## config.mk

```make
export PLATFORM = sky130hd
export DESIGN_NAME = if_fetch_req_ctrl
export DESIGN_NICKNAME = d
export VERILOG_FILES = /design/src/rtl/if_fetch_req_ctrl.sv
export SDC_FILE = /design/constraint.sdc
export NUM_CORES = 1
export LEC_CHECK = 0
export ABC_CLOCK_PERIOD_IN_PS = 10900
export CAP_MARGIN = 20
export CORE_MARGIN = 2
export CORE_UTILIZATION = 54
export DETAILED_ROUTE_END_ITERATION = 12
export PLACE_DENSITY = 0.95
export RECOVER_POWER = 50
export SETUP_SLACK_MARGIN = 0.5
export SYNTH_ARGS = -nofsm -noshare
export SYNTH_HDL_FRONTEND = slang
export SYNTH_SLANG_ARGS = --single-unit
```

## constraint.sdc

```tcl
create_clock -name clk -period 10.9 [get_ports clk]
set_input_delay 1.635 -clock clk [delete_from_list [all_inputs] [get_ports clk]]
set_output_delay 1.635 -clock clk [all_outputs]
set_load 0.01 [all_outputs]
```

## src/rtl/if_fetch_req_ctrl.sv

```systemverilog
// Fetch-request controller: issues inst-cache bus requests, tracks in-flight tags in order, drops flushed responses.
// Optional IF_FETCH_PERF_EN adds a saturating stall counter output.
module if_fetch_req_ctrl #(
  parameter int MAX_OUTST = 2,
  parameter int CNT_W     = $clog2(MAX_OUTST + 1)
) (
  input  logic             clk,
  input  logic             rst,
  input  logic             pc_valid_i,
  input  logic [31:0]      pc_vaddr_i,
  input  logic [31:0]      pc_paddr_i,
  input  logic             pc_hasException_i,
  output logic             pc_ready_o,
  output logic             inst_req_o,
  output logic [31:0]      inst_addr_o,
  input  logic             inst_addr_ok_i,
  input  logic             inst_data_ok_i,
  input  logic             BSC_needCancel_w_i,
  input  logic             CP0_excOccur_w_i,
  output logic             resp_valid_o,
  output logic [31:0]      resp_vaddr_o,
  output logic             resp_hasException_o,
  output logic [CNT_W-1:0] outst_cnt_o
`ifdef IF_FETCH_PERF_EN
  ,
  output logic [31:0]      perf_stall_cnt_o
`endif
);

  localparam int PTR_W = (MAX_OUTST > 1) ? $clog2(MAX_OUTST) : 1;

  typedef enum logic [1:0] {IDLE, REQ, EXC} state_t;

  state_t                 state;
  logic [31:0]            req_vaddr;
  logic                   req_cancel;
  logic [31:0]            fifo_vaddr [MAX_OUTST];
  logic [MAX_OUTST-1:0]   fifo_cancel;
  logic [PTR_W-1:0]       wptr;
  logic [PTR_W-1:0]       rptr;

  logic flush;
  logic slot_ok;
  logic base_ok;
  logic exc_ok;
  logic accept;
  logic push;
  logic pop;
  logic push_cancel;
  logic exc_resp;

  assign flush = BSC_needCancel_w_i || CP0_excOccur_w_i;

  // The held request still needs a slot once the bus takes it.
  assign slot_ok = ({1'b0, outst_cnt_o} + {{CNT_W{1'b0}}, (state == REQ)})
                   < (CNT_W + 1)'(MAX_OUTST);
  assign base_ok = !flush && (state == IDLE || (state == REQ && inst_addr_ok_i)) && slot_ok;
  assign exc_ok  = (state == IDLE) && (outst_cnt_o == '0);
  assign pc_ready_o = base_ok && (!pc_hasException_i || exc_ok);

  assign accept      = pc_valid_i && pc_ready_o;
  assign push        = (state == REQ) && inst_addr_ok_i;
  assign pop         = inst_data_ok_i && (outst_cnt_o != '0);
  assign push_cancel = flush || req_cancel;
  assign exc_resp    = (state == EXC);

  assign resp_valid_o        = !flush && (exc_resp || (pop && !fifo_cancel[rptr]));
  assign resp_hasException_o = !flush && exc_resp;
  assign resp_vaddr_o        = exc_resp ? req_vaddr : (pop ? fifo_vaddr[rptr] : 32'h0);

  always_ff @(posedge clk) begin
    if (rst) begin
      state       <= IDLE;
      inst_req_o  <= 1'b0;
      inst_addr_o <= 32'h0;
      req_vaddr   <= 32'h0;
      req_cancel  <= 1'b0;
    end else if (accept) begin
      req_vaddr  <= pc_vaddr_i;
      req_cancel <= 1'b0;
      if (pc_hasException_i) begin
        state      <= EXC;
        inst_req_o <= 1'b0;
      end else begin
        state       <= REQ;
        inst_req_o  <= 1'b1;
        inst_addr_o <= pc_paddr_i;
      end
    end else if (state == EXC || push) begin
      state      <= IDLE;
      inst_req_o <= 1'b0;
      req_cancel <= 1'b0;
    end else if (flush) begin
      // A held request cannot be withdrawn; remember to cancel it on push.
      req_cancel <= 1'b1;
    end
  end

  always_ff @(posedge clk) begin
    if (rst) begin
      wptr        <= '0;
      rptr        <= '0;
      fifo_cancel <= '0;
      outst_cnt_o <= '0;
    end else begin
      if (flush) fifo_cancel <= '1;
      if (push) begin
        fifo_cancel[wptr] <= push_cancel;
        wptr              <= wptr + PTR_W'(1);
      end
      if (pop) rptr <= rptr + PTR_W'(1);
      if (push && !pop)      outst_cnt_o <= outst_cnt_o + CNT_W'(1);
      else if (pop && !push) outst_cnt_o <= outst_cnt_o - CNT_W'(1);
    end
  end

  always_ff @(posedge clk) begin
    if (push) fifo_vaddr[wptr] <= req_vaddr;
  end

`ifdef IF_FETCH_PERF_EN
  always_ff @(posedge clk) begin
    if (rst) begin
      perf_stall_cnt_o <= 32'h0;
    end else if (pc_valid_i && !pc_ready_o && !flush && perf_stall_cnt_o != 32'hFFFF_FFFF) begin
      perf_stall_cnt_o <= perf_stall_cnt_o + 32'd1;
    end
  end
`endif

endmodule

```

==> impl_results.md, run 1 <==
* TNS Setup at 0 ps
* Post-Syn Nets at 583
* Multi-input gate area in the final layout at 0.002419 mm^2
* Cells after DPL at 759
* Share of the synthesized netlist area taken by xor and xnor gates at 0.5822%
* Critical hold path startpoint: inst_addr_o[17]$_SDFFE_PP0P_
* Maximum operating frequency at 140.8 MHz
* Worst Hold Depth at 2
* Critical path's top delay family: compound AO/OA/AOI/OAI gates
* Final std cells w/o fill at 791
* Final routed wirelength across all metal layers at 12.96 mm
* Count of different cell masters after synthesis at 33
* DR WL/cell at 16.38 um
* PD cells at 172.5 mW/mm^2
* Worst path setup slack after routing at 3800 ps
* Clock-pin slew of the registers on the worst-case setup and hold paths at 60 ps
* Number of maximum-capacitance constraint violations at 3
* TritonCTS clock tree: yes
* Slowest cell delay on critical path at 3410 ps
* Placement Cell Area at 0.007510 mm^2
* Crit-path slowest cell: o21ai_0
* CP required at 9270 ps
* Die extent in x at 109.6 um
* Main combinational cell family by area after synthesis: simple AND/OR/NAND/NOR gates
* Relative slew slack at -210.4%
* Critical-path maximum fanout at 35
* Buffers on Ports at 141
* Leading cell types by total area after synthesis: edfxtp_1 32%, dfxtp_1 25%, mux2i_1 16%, nand2b_1 13%, o31ai_1 4.1%
* Overall overflow remaining after global route at 0
* Final-layout worst hold slack at 474.0 ps
* Cells traversed along the worst timing path: o21ai_0 > o31ai_1 > clkdlybuf4s50_1
* Kind of start point of the critical path: flip-flop
* Outcome: finished with violations
* Antenna violations before repair at 2
* Number of routed nets with antenna violations at 0
* Final critical-path share of the clock period at 65.14%
* Maximum number of pins on one net before global-route repair at 139
* ANT cells at 0
* Later-pin clock latency in the skew report at 520 ps
* Kind of critical path: flip-flop to output pin
* Combined flip-flop and latch cell area at 0.003405 mm^2
* DPL Wire Length at 8.012 mm
* Clock sink count at 138
* H-tree Lvls at 4
* Post-CTS setup buffer count at 0
* Maximum count of clock buffers along a single path at 2
* Most frequent cells in the layout: 138 x clkdlybuf4s50_1, 129 x nand2b_1, 98 x mux2i_1
* Total vias in the final route at 4151
* Worst hold path class: flip-flop to flip-flop
* Static leakage at 2.702 nW
* Max IR drop VDD at 0.1328 mV
* Die Y-Extent at 109.6 um
* I/O pin count at 142
* Simple logic cell fraction of the synthesized area at 17.38%
* Nature of the critical path endpoint: output pin
* Commonest non-fill, non-tap cell in the layout: clkdlybuf4s50_1
* Slack of the worst reg-to-reg path at 5820 ps
* Iter 0 DRT Violations at 241
* First-pass GRT wire length at 20.31 mm
* Final Net Count at 711
* Number of design rule violations left after detail routing at 0
* Sequential area share after synthesis at 56.56%
* Gate count after technology mapping at 510
* Worst setup skew after layout at 7.951 ps
* Mean instance size in the synthesized netlist at 11.80 um^2
* Count of endpoints failing hold in the final timing report at 0
* Filler cell count in the final layout at 708
* Number of vias per cell after detailed routing at 5.248
* Pins over their slew limit at 100
* Synth warn at 0
* Hold-fix buffer count after cts at 0
* Length in cells of the worst reg-to-reg path at 4
* Share of Yosys cell area claimed by the top area cell type at 31.94%
* Worst R2R End: outst_cnt_o[1]$_SDFFE_PP0P_
* Initial core utilization at 55.51%
* Reg-to-Reg Start: outst_cnt_o[0]$_SDFFE_PP0P_
* Worst path arrival time at 5470 ps
* Cell row count at 38
* Die area at 0.01200 mm^2
* Layout cells sized above 1 at 6.298%
* Count of instances resized after the clock tree is built at 0
* Buffering stage count on the worst path with inverters included at 1
* Post-route design area at 0.008083 mm^2
* Core ar. at 0.01084 mm^2
* Failing checks: max-capacitance violations, max-slew violations
* Yosys reg bits at 138
* Tmin final at 7100 ps
* Worst setup slack before clock tree synthesis at 5765 ps
* Worst-margin pin slew at 4607 ps
* Vias in the first global route at 4184
* Netlist area before placement at 0.006017 mm^2
* Fraction of the mapped netlist area in compound gates at 5.906%
* Weighted congestion reported at the end of routability-driven placement at 0.7737
* Clock Tree Root: clkbuf_8
* Post-synthesis cell type with the largest combined area: edfxtp_1
* Capture endpoint of the worst hold path: inst_addr_o[17]$_SDFFE_PP0P_
* Count of endpoints failing setup in the final report at 0
* Total track usage at 22.60%
* Number of optimization iterations in the first detailed-route pass at 4
* Layout Area Growth over Synthesis at 34.33%
* Number of buffers created by CTS at 17
* Multiplexer area fraction after synthesis at 16.30%
* Unrepaired setup endpoints after global routing: no
* Post-synthesis adder-cell area fraction at 0.2079%
## area by class of cell
cell class | instances | share of cell area, %
flip-flops and latches | 138 | 42.12
multi-input cells | 330 | 29.92
repair buffers | 147 | 17.86
clock buffers | 20 | 5.635
well taps | 140 | 2.167
clock inverters | 12 | 2.105
inverters | 4 | 0.1858
## cells in the mapped netlist
master,count
o21ai_0,1
ha_1,1
nand2b_1,129
a2111oi_4,1
a21oi_1,4
xor2_1,3
clkbuf_1,29
nor2b_1,2
buf_6,3
nor2_1,7
mux2i_1,98
o31ai_1,33
edfxtp_1,64
or3_1,1
dfxtp_1,74
or4_4,1
nand2_1,33
a211oi_1,2
o21a_1,1
buf_1,3
nor3b_1,1
nor4bb_1,1
inv_1,4
o211a_1,1
xnor2_1,1
nand4b_1,1
o211ai_1,1
buf_2,3
nor4_1,2
o21ai_1,1
and2_1,2
o21ba_1,1
nand3b_1,1
## stage by stage
| step | total power [mW] | util [%] |
|---|---|---|
| 6_report | 1.394 | 74.56 |
| 3_5_place_dp | 0.8144 | 69.28 |
| 2_1_floorplan | 0.7114 | - |
| 4_1_cts | 1.410 | 75.05 |
| 3_3_place_gp | 0.8059 | 69.28 |
| 5_1_grt | 1.448 | 74.56 |
## kinds of logic (layout without fill, tap and decap cells)
kind of cell	count (synthesis)	count (layout)
compound gates	46	46
xor+xnor	4	4
fa+ha+maj	1	1
buf+inv	42	183
flops	138	138
mux	98	98
simple gates	181	181
## layer usage
| layer | up-vias | track usage [%] | wire, um |
|---|---|---|---|
| met3 | 24 | 8.714 | 1003 |
| met1 | 1945 | 25.73 | 5342 |
| met4 | 0 | 8.951 | 232 |
| met2 | 144 | 38.23 | 6378 |
| met5 | - | 0 | 0 |
| li1 | 2038 | - | - |
## worst max path at each step
stage                                startpoint                   endpoint  slack (ps)  depth (start not counted)
floorplan                        inst_addr_ok_i  fifo_cancel[0]$_SDFF_PP0_        5470                          3
global placement                 inst_data_ok_i           resp_vaddr_o[17]        5830                          4
detailed placement               inst_data_ok_i           resp_vaddr_o[17]        5760                          4
CTS                              inst_data_ok_i           resp_vaddr_o[17]        5770                          4
global route        outst_cnt_o[0]$_SDFFE_PP0P_           resp_vaddr_o[17]        3540                          3
finish              outst_cnt_o[0]$_SDFFE_PP0P_           resp_vaddr_o[17]        3800                          3
## power by group
group	internal, mW	switching [mW]
Clock	0.388	0.207
Combinational	0.120	0.0857
Sequential	0.560	0.0336
## flip-flops by register name (all words and copies together), names as in the netlist, named ones only
| register | flops |
|---|---|
| fifo_cancel | 2 |
| fifo_vaddr | 64 |
| inst_addr_o | 32 |
| outst_cnt_o | 2 |
| req_cancel | 1 |
| req_vaddr | 32 |
| rptr | 1 |
| state | 2 |
| wptr | 1 |
## worst register-to-register path: cells and delay by family, from the launching register on
kind / cells / cell delay (ps)
AO/OA/AOI/OAI: 2 / 3540
adder cells (fa/ha/maj): 1 / 720
flip-flops: 1 / 380
AND/OR/NAND/NOR: 1 / 360
(Power assumes the default switching activity.)
==> run 2: changes to the inputs <==
Settings changed: ABC_CLOCK_PERIOD_IN_PS 10900 to 6260, CORE_UTILIZATION 54 to 45, PLACE_DENSITY 0.95 to 0.88.
Clock period 10.9 ns to 6.26 ns, I/O delays scaled along.
==> impl_results.md, run 2 (synthesis results as in run 1) <==
* Outcome: finished with violations
* Failing checks: max-capacitance violations, max-slew violations
* Max IR drop VDD at 0.1795 mV (+35%)
* Layout Area Growth over Synthesis at 33.69%
* Number of maximum-capacitance constraint violations at 1 (-2)
* Largest register by flop count: fifo_vaddr
* Number of buffers created by CTS at 17 (unchanged)
* Nature of the critical path endpoint: output pin
* Iter 0 DRT Violations at 303 (+26%)
* Most frequent cells in the layout: 129 x nand2b_1, 111 x clkdlybuf4s50_1, 98 x mux2i_1
* Initial core utilization at 45.80% (-9.7 points)
* Cell row count at 42 (+11%)
* DR WL/cell at 15.41 um (-5.9%)
* Vias in the first global route at 4191 (+0.17%)
* Unrepaired setup endpoints after global routing: no
* Internal power summed over all cells at 1.689 mW (+58%)
* Die extent in x at 119.6 um (+9.2%)
* Kind of critical path: input pin to output pin
* Maximum count of clock buffers along a single path at 2 (unchanged)
* Pins over their slew limit at 34 (-66%)
* PD cells at 283.0 mW/mm^2 (+64%)
* Power share of the combinational group at 15.7% (+0.9 points)
* Count of endpoints failing setup in the final report at 0 (unchanged)
* Weighted congestion reported at the end of routability-driven placement at 0.7400 (-4.4%)
* Worst path arrival time at 2870 ps (-2600 ps)
* Largest registers: fifo_vaddr: 64 flops, inst_addr_o: 32 flops, req_vaddr: 32 flops
* Final routed wirelength across all metal layers at 12.74 mm (-1.6%)
* Buffers on Ports at 141 (unchanged)
* Relative slew slack at -33.70% (+180 points)
* Crit-path slowest cell: clkdlybuf4s50_1
* Worst-margin pin slew at 2006 ps (-2602 ps)
* Hold-fix buffer count after cts at 0 (unchanged)
* Antenna violations before repair at 1 (-1)
* Layout cells sized above 1 at 6.452% (+0.15 points)
* Worst path setup slack after routing at 2454 ps (-1346 ps)
* Core ar. at 0.01314 mm^2 (+21%)
* Critical-path maximum fanout at 35 (unchanged)
* Total track usage at 18.42% (-4.2 points)
* Final Net Count at 711 (unchanged)
* Later-pin clock latency in the skew report at 410 ps (-110 ps)
* TritonCTS clock tree: yes
* Maximum number of pins on one net before global-route repair at 139 (unchanged)
* Clock Tree Root: clkbuf_16
* Placement Cell Area at 0.007555 mm^2 (+0.60%)
* I/O pin count at 142 (unchanged)
* CP required at 5320 ps (-3950 ps)
* ANT cells at 0 (unchanged)
* Count of instances resized after the clock tree is built at 0 (unchanged)
* Number of vias per cell after detailed routing at 4.998 (-4.8%)
* Switching Share at 25.81% (+2.4 points)
* Buffering stage count on the worst path with inverters included at 2 (+1)
* Clock-pin slew of the registers on the worst-case setup and hold paths at 60 ps (about the same)
* Die Y-Extent at 119.6 um (+9.2%)
* Worst setup slack before clock tree synthesis at 2489 ps (-3276 ps)
* Commonest non-fill, non-tap cell in the layout: nand2b_1
* Slowest cell delay on critical path at 610 ps (-2800 ps)
* Number of design rule violations left after detail routing at 0 (unchanged)
* Static leakage at 2.759 nW (+2.1%)
* Worst setup skew after layout at 9.179 ps (+1.229 ps)
* Post-route design area at 0.008044 mm^2 (-0.48%)
* Sw Pwr at 0.5875 mW (+80%)
* DPL Wire Length at 8.179 mm (+2.1%)
* First-pass GRT wire length at 20.67 mm (+1.8%)
* Total vias in the final route at 4133 (-0.43%)
* Maximum operating frequency at 262.7 MHz
* TNS Setup at 0 ps (unchanged)
* Clock sink count at 138 (unchanged)
* Post-CTS setup buffer count at 0 (unchanged)
* Flip-flop count of the largest register, all copies and words added at 64 (unchanged)
* Clock share of power at 38.8% (-3.9 points)
* Critical path's top delay family: buffers and inverters
* Sum of internal, switching and leakage power at 2.276 mW (+63%)
* Worst hold path class: flip-flop to flip-flop
* Final critical-path share of the clock period at 60.80%
* Sequential cell fraction of total power at 45.4% (+2.8 points)
* Cells traversed along the worst timing path: dlygate4sd3_1 > o21ai_4 > o31ai_1 > clkdlybuf4s50_1
* H-tree Lvls at 4 (unchanged)
* Number of optimization iterations in the first detailed-route pass at 4 (unchanged)
* Core occupancy in the finished layout at 61.23% (-13 points)
* Kind of start point of the critical path: input pin
* Overall overflow remaining after global route at 0 (unchanged)
* Tmin final at 3806 ps
* Die area at 0.01431 mm^2 (+19%)
* Count of endpoints failing hold in the final timing report at 0 (unchanged)
* Slack of the worst reg-to-reg path at 3350 ps (-2470 ps)
* Number of routed nets with antenna violations at 0 (unchanged)
==> run 2: changes by cell type in the layout (fill, tap and decap cells not counted) <==
cell	before	now
bufinv_16	4	0
clkbuf_8	4	0
dlygate4sd3_1	2	29
clkinvlp_4	4	2
clkinv_4	0	3
o21ai_0	2	1
clkbuf_16	16	17
clkdlybuf4s50_1	138	111
buf_4	4	5
inv_6	0	3
o21ai_4	0	1
clkinv_2	4	6
==> run 2: area by class of cell <==
cell class,count,area [um^2]
sequential,138,3405
multi-input combinational,330,2430
clock buffer,18,429.2
timing repair buffer,147,1448
fill,1043,5094
clock inverter,14,97.59
inverter,4,15.01
tap,176,220.2
==> run 2: worst paths after layout <==
path / endpoint / cells after the start / from
max reg2reg: fifo_cancel[0]$_SDFF_PP0_ / 4 / state[0]$_SDFFE_PP0P_
min reg2reg: inst_addr_o[7]$_SDFFE_PP0P_ / 2 / inst_addr_o[7]$_SDFFE_PP0P_
max: resp_vaddr_o[20] / 4 / inst_data_ok_i
min: inst_addr_o[7]$_SDFFE_PP0P_ / 2 / inst_addr_o[7]$_SDFFE_PP0P_
==> run 2: power by group through the flow <==
stage	Combinational (mW)	Sequential, mW	Clock, mW
after floorplan	0.224	1.01	0
after global placement	0.356	1.05	0
after detailed placement	0.366	1.05	0
after CTS	0.366	1.04	0.901
after global routing	0.385	1.04	0.943
final	0.358	1.03	0.884
==> run 2: metrics by stage <==
step,std cells,hold WS (ps)
final,827,471.4
after global routing,827,488.4
after CTS,827,478.4
after detailed placement,795,459.3
after global placement,795,458.8
after floorplan,510,448.4
==> run 2: worst min-delay path: stages (launching register included) <==
cell	delay, ps
dfxtp_1	310
nand2b_1	60
mux2i_1	60
==> run 2: per-layer routing <==
layer  GRT usage, %  vias up  share of wire, %
met4          6.176        2               1.4
met5              0        -              0.10
met1          22.74     1971                44
met3          6.464       15               5.4
li1               -     2039                 -
met2          30.18      106                49
==> run 3: changes to the inputs <==
Settings changed: ABC_CLOCK_PERIOD_IN_PS 6260 to 3350.
Clock period 6.26 ns to 3.35 ns, I/O delays scaled along.
==> impl_results.md, run 3 (synthesis results as in run 1) <==
* Outcome: complete, no violations
* Vias in the first global route at 4410 (+5.2%)
* Internal power summed over all cells at 3.278 mW (+94%)
* Count of endpoints failing hold in the final timing report at 0 (unchanged)
* Final routed wirelength across all metal layers at 13.55 mm (+6.3%)
* Number of buffers created by CTS at 17 (unchanged)
* Pins over their slew limit at 0 (-100%)
* Count of endpoints failing setup in the final report at 0 (unchanged)
* ANT cells at 0 (unchanged)
* Nature of the critical path endpoint: output pin
* Commonest non-fill, non-tap cell in the layout: nand2b_1
* Kind of start point of the critical path: input pin
* Relative slew slack at 34.96% (+69 points)
* PD cells at 529.3 mW/mm^2 (+87%)
* Total vias in the final route at 4230 (+2.3%)
* Power share of the combinational group at 17.9% (+2.2 points)
* Worst hold path class: flip-flop to flip-flop
* Number of maximum-capacitance constraint violations at 0 (-1)
* Sw Pwr at 1.081 mW (+84%)
* Number of design rule violations left after detail routing at 0 (unchanged)
* Worst setup skew after layout at 9.129 ps (-0.05002 ps)
* Die extent in x at 119.6 um (unchanged)
* Iter 0 DRT Violations at 245 (-19%)
* DR WL met3 at 892 um (+29%)
* Hold-fix buffer count after cts at 0 (unchanged)
* Core occupancy in the finished layout at 62.69% (+1.5 points)
* Kind of critical path: input pin to output pin
* Clock-pin slew of the registers on the worst-case setup and hold paths at 50 ps (about the same)
* Tmin final at 2807 ps
* Clock share of power at 38.4% (-0.4 points)
* Max IR drop VDD at 0.2920 mV (+63%)
* Overall overflow remaining after global route at 0 (unchanged)
* Critical-path maximum fanout at 5 (-86%)
* Die Y-Extent at 119.6 um (unchanged)
* Worst-margin pin slew at 975.6 ps (-1030 ps)
* Routed metal-1 wirelength at 5.490 mm (-1.6%)
* TNS Setup at 0 ps (unchanged)
* Clock sink count at 138 (unchanged)
* TritonCTS clock tree: yes
* H-tree Lvls at 4 (unchanged)
* Number of vias per cell after detailed routing at 5.084 (+1.7%)
* Layout cells sized above 1 at 7.317% (+0.87 points)
* Later-pin clock latency in the skew report at 410 ps (about the same)
* Layout Area Growth over Synthesis at 36.87%
* Die area at 0.01431 mm^2 (unchanged)
* CP required at 2850 ps (-2470 ps)
* Static leakage at 2.827 nW (+2.5%)
* DPL Wire Length at 8.553 mm (+4.6%)
* Flip-flop count of the largest register, all copies and words added at 64 (unchanged)
* Final Net Count at 716 (+0.70%)
* Buffers on Ports at 141 (unchanged)
* Filler cell count in the final layout at 1018 (-2.4%)
* Unrepaired setup endpoints after global routing: no
* Core ar. at 0.01314 mm^2 (unchanged)
* Largest register by flop count: fifo_vaddr
* Post-route design area at 0.008235 mm^2 (+2.4%)
* Met2 WL post-DR at 6.976 mm (+11%)
* Weighted congestion reported at the end of routability-driven placement at 0.7853 (+6.1%)
* Clock Tree Root: clkbuf_16
* Total track usage at 19.30% (+0.88 points)
* Initial core utilization at 45.80% (unchanged)
* Top routing layer in use: met5
* Largest registers: fifo_vaddr: 64 flops, inst_addr_o: 32 flops, req_vaddr: 32 flops
* Maximum count of clock buffers along a single path at 2 (unchanged)
* Final critical-path share of the clock period at 83.78%
* Maximum operating frequency at 356.3 MHz
* Antenna violations before repair at 1 (unchanged)
* Most frequent cells in the layout: 129 x nand2b_1, 111 x clkdlybuf4s50_1, 98 x mux2i_1
* Number of routed nets with antenna violations at 0 (unchanged)
* First-pass GRT wire length at 21.56 mm (+4.3%)
* Switching Share at 24.80% (-1.0 points)
* DR WL/cell at 16.28 um (+5.7%)
* I/O pin count at 142 (unchanged)
* Cell row count at 42 (unchanged)
* Number of optimization iterations in the first detailed-route pass at 5 (+1)
* Placement Cell Area at 0.007637 mm^2 (+1.1%)
* Worst path arrival time at 2300 ps (-570 ps)
* Maximum number of pins on one net before global-route repair at 139 (unchanged)
* Sequential cell fraction of total power at 43.6% (-1.8 points)
==> run 3: cell count changes in the layout (fill, tap and decap cells not counted), moves of 2 or more <==
cell / previous run / this run
buf_12: 0 / 7
clkinv_2: 6 / 2
o31ai_1: 33 / 27
clkinv_4: 3 / 0
clkinv_1: 0 / 4
clkbuf_1: 2 / 4
o31ai_2: 0 / 6
buf_4: 5 / 2
inv_6: 3 / 0
==> run 3: per-stage QoR <==
| step | setup slack, ps | total power, mW | hold slack [ps] | instances |
|---|---|---|---|---|
| after global placement | 491.5 | 2.651 | 458.1 | 796 |
| after floorplan | 926.6 | 2.315 | 448.4 | 510 |
| final | 543.5 | 4.359 | 467.5 | 832 |
| after detailed placement | 455.6 | 2.677 | 466.1 | 796 |
| after CTS | 460.5 | 4.374 | 474.4 | 830 |
| after global routing | 417.4 | 4.522 | 487.4 | 832 |
==> run 3: worst paths after layout <==
path / startpoint / to / slack [ps] / cells past startpoint
max reg2reg: state[0]$_SDFFE_PP0P_ / fifo_cancel[0]$_SDFF_PP0_ / 1170 / 4
min reg2reg: inst_addr_o[31]$_SDFFE_PP0P_ / inst_addr_o[31]$_SDFFE_PP0P_ / 470 / 2
min: inst_addr_o[31]$_SDFFE_PP0P_ / inst_addr_o[31]$_SDFFE_PP0P_ / 470 / 2
max: inst_addr_ok_i / pc_ready_o / 540 / 5
==> run 3: per-layer routing <==
layer / vias to the layer above / GRT usage (%)
li1: 2045 / -
met1: 2043 / 21.60
met2: 125 / 33.64
met3: 15 / 6.797
met4: 2 / 7.500
met5: - / 0
==> run 3: worst max-delay path, cell delays in order <==
cell and delay (ps):
dlygate4sd3_1 620, nor3b_1 390, nor2_1 80, nor2_1 130, clkdlybuf4s50_1 570
==> run 3: layout make-up <==
class                      count  area, um^2  area share [%]
sequential                   138        3405           41.34
timing repair buffer         151        1569           19.05
clock inverter                10       77.57          0.9420
clock buffer                  22       454.2           5.515
tap                          176       220.2           2.674
inverter                       4       15.01          0.1823
multi-input combinational    331        2495           30.29
==> run 3: what timing repair did <==
item	4_1_cts	5_1_grt
cloned	1	0
resized for setup	6	2
setup buffers	1	2
endpoints found under the setup margin	34	21
pin swaps	1	1
==> run 3: power by group through the flow <==
stage	Combinational [mW]	Sequential, mW	Clock [mW]
6_report	0.781	1.90	1.68
5_1_grt	0.832	1.91	1.78
4_1_cts	0.770	1.90	1.70
3_5_place_dp	0.748	1.93	0
3_3_place_gp	0.728	1.92	0
2_1_floorplan	0.420	1.90	0
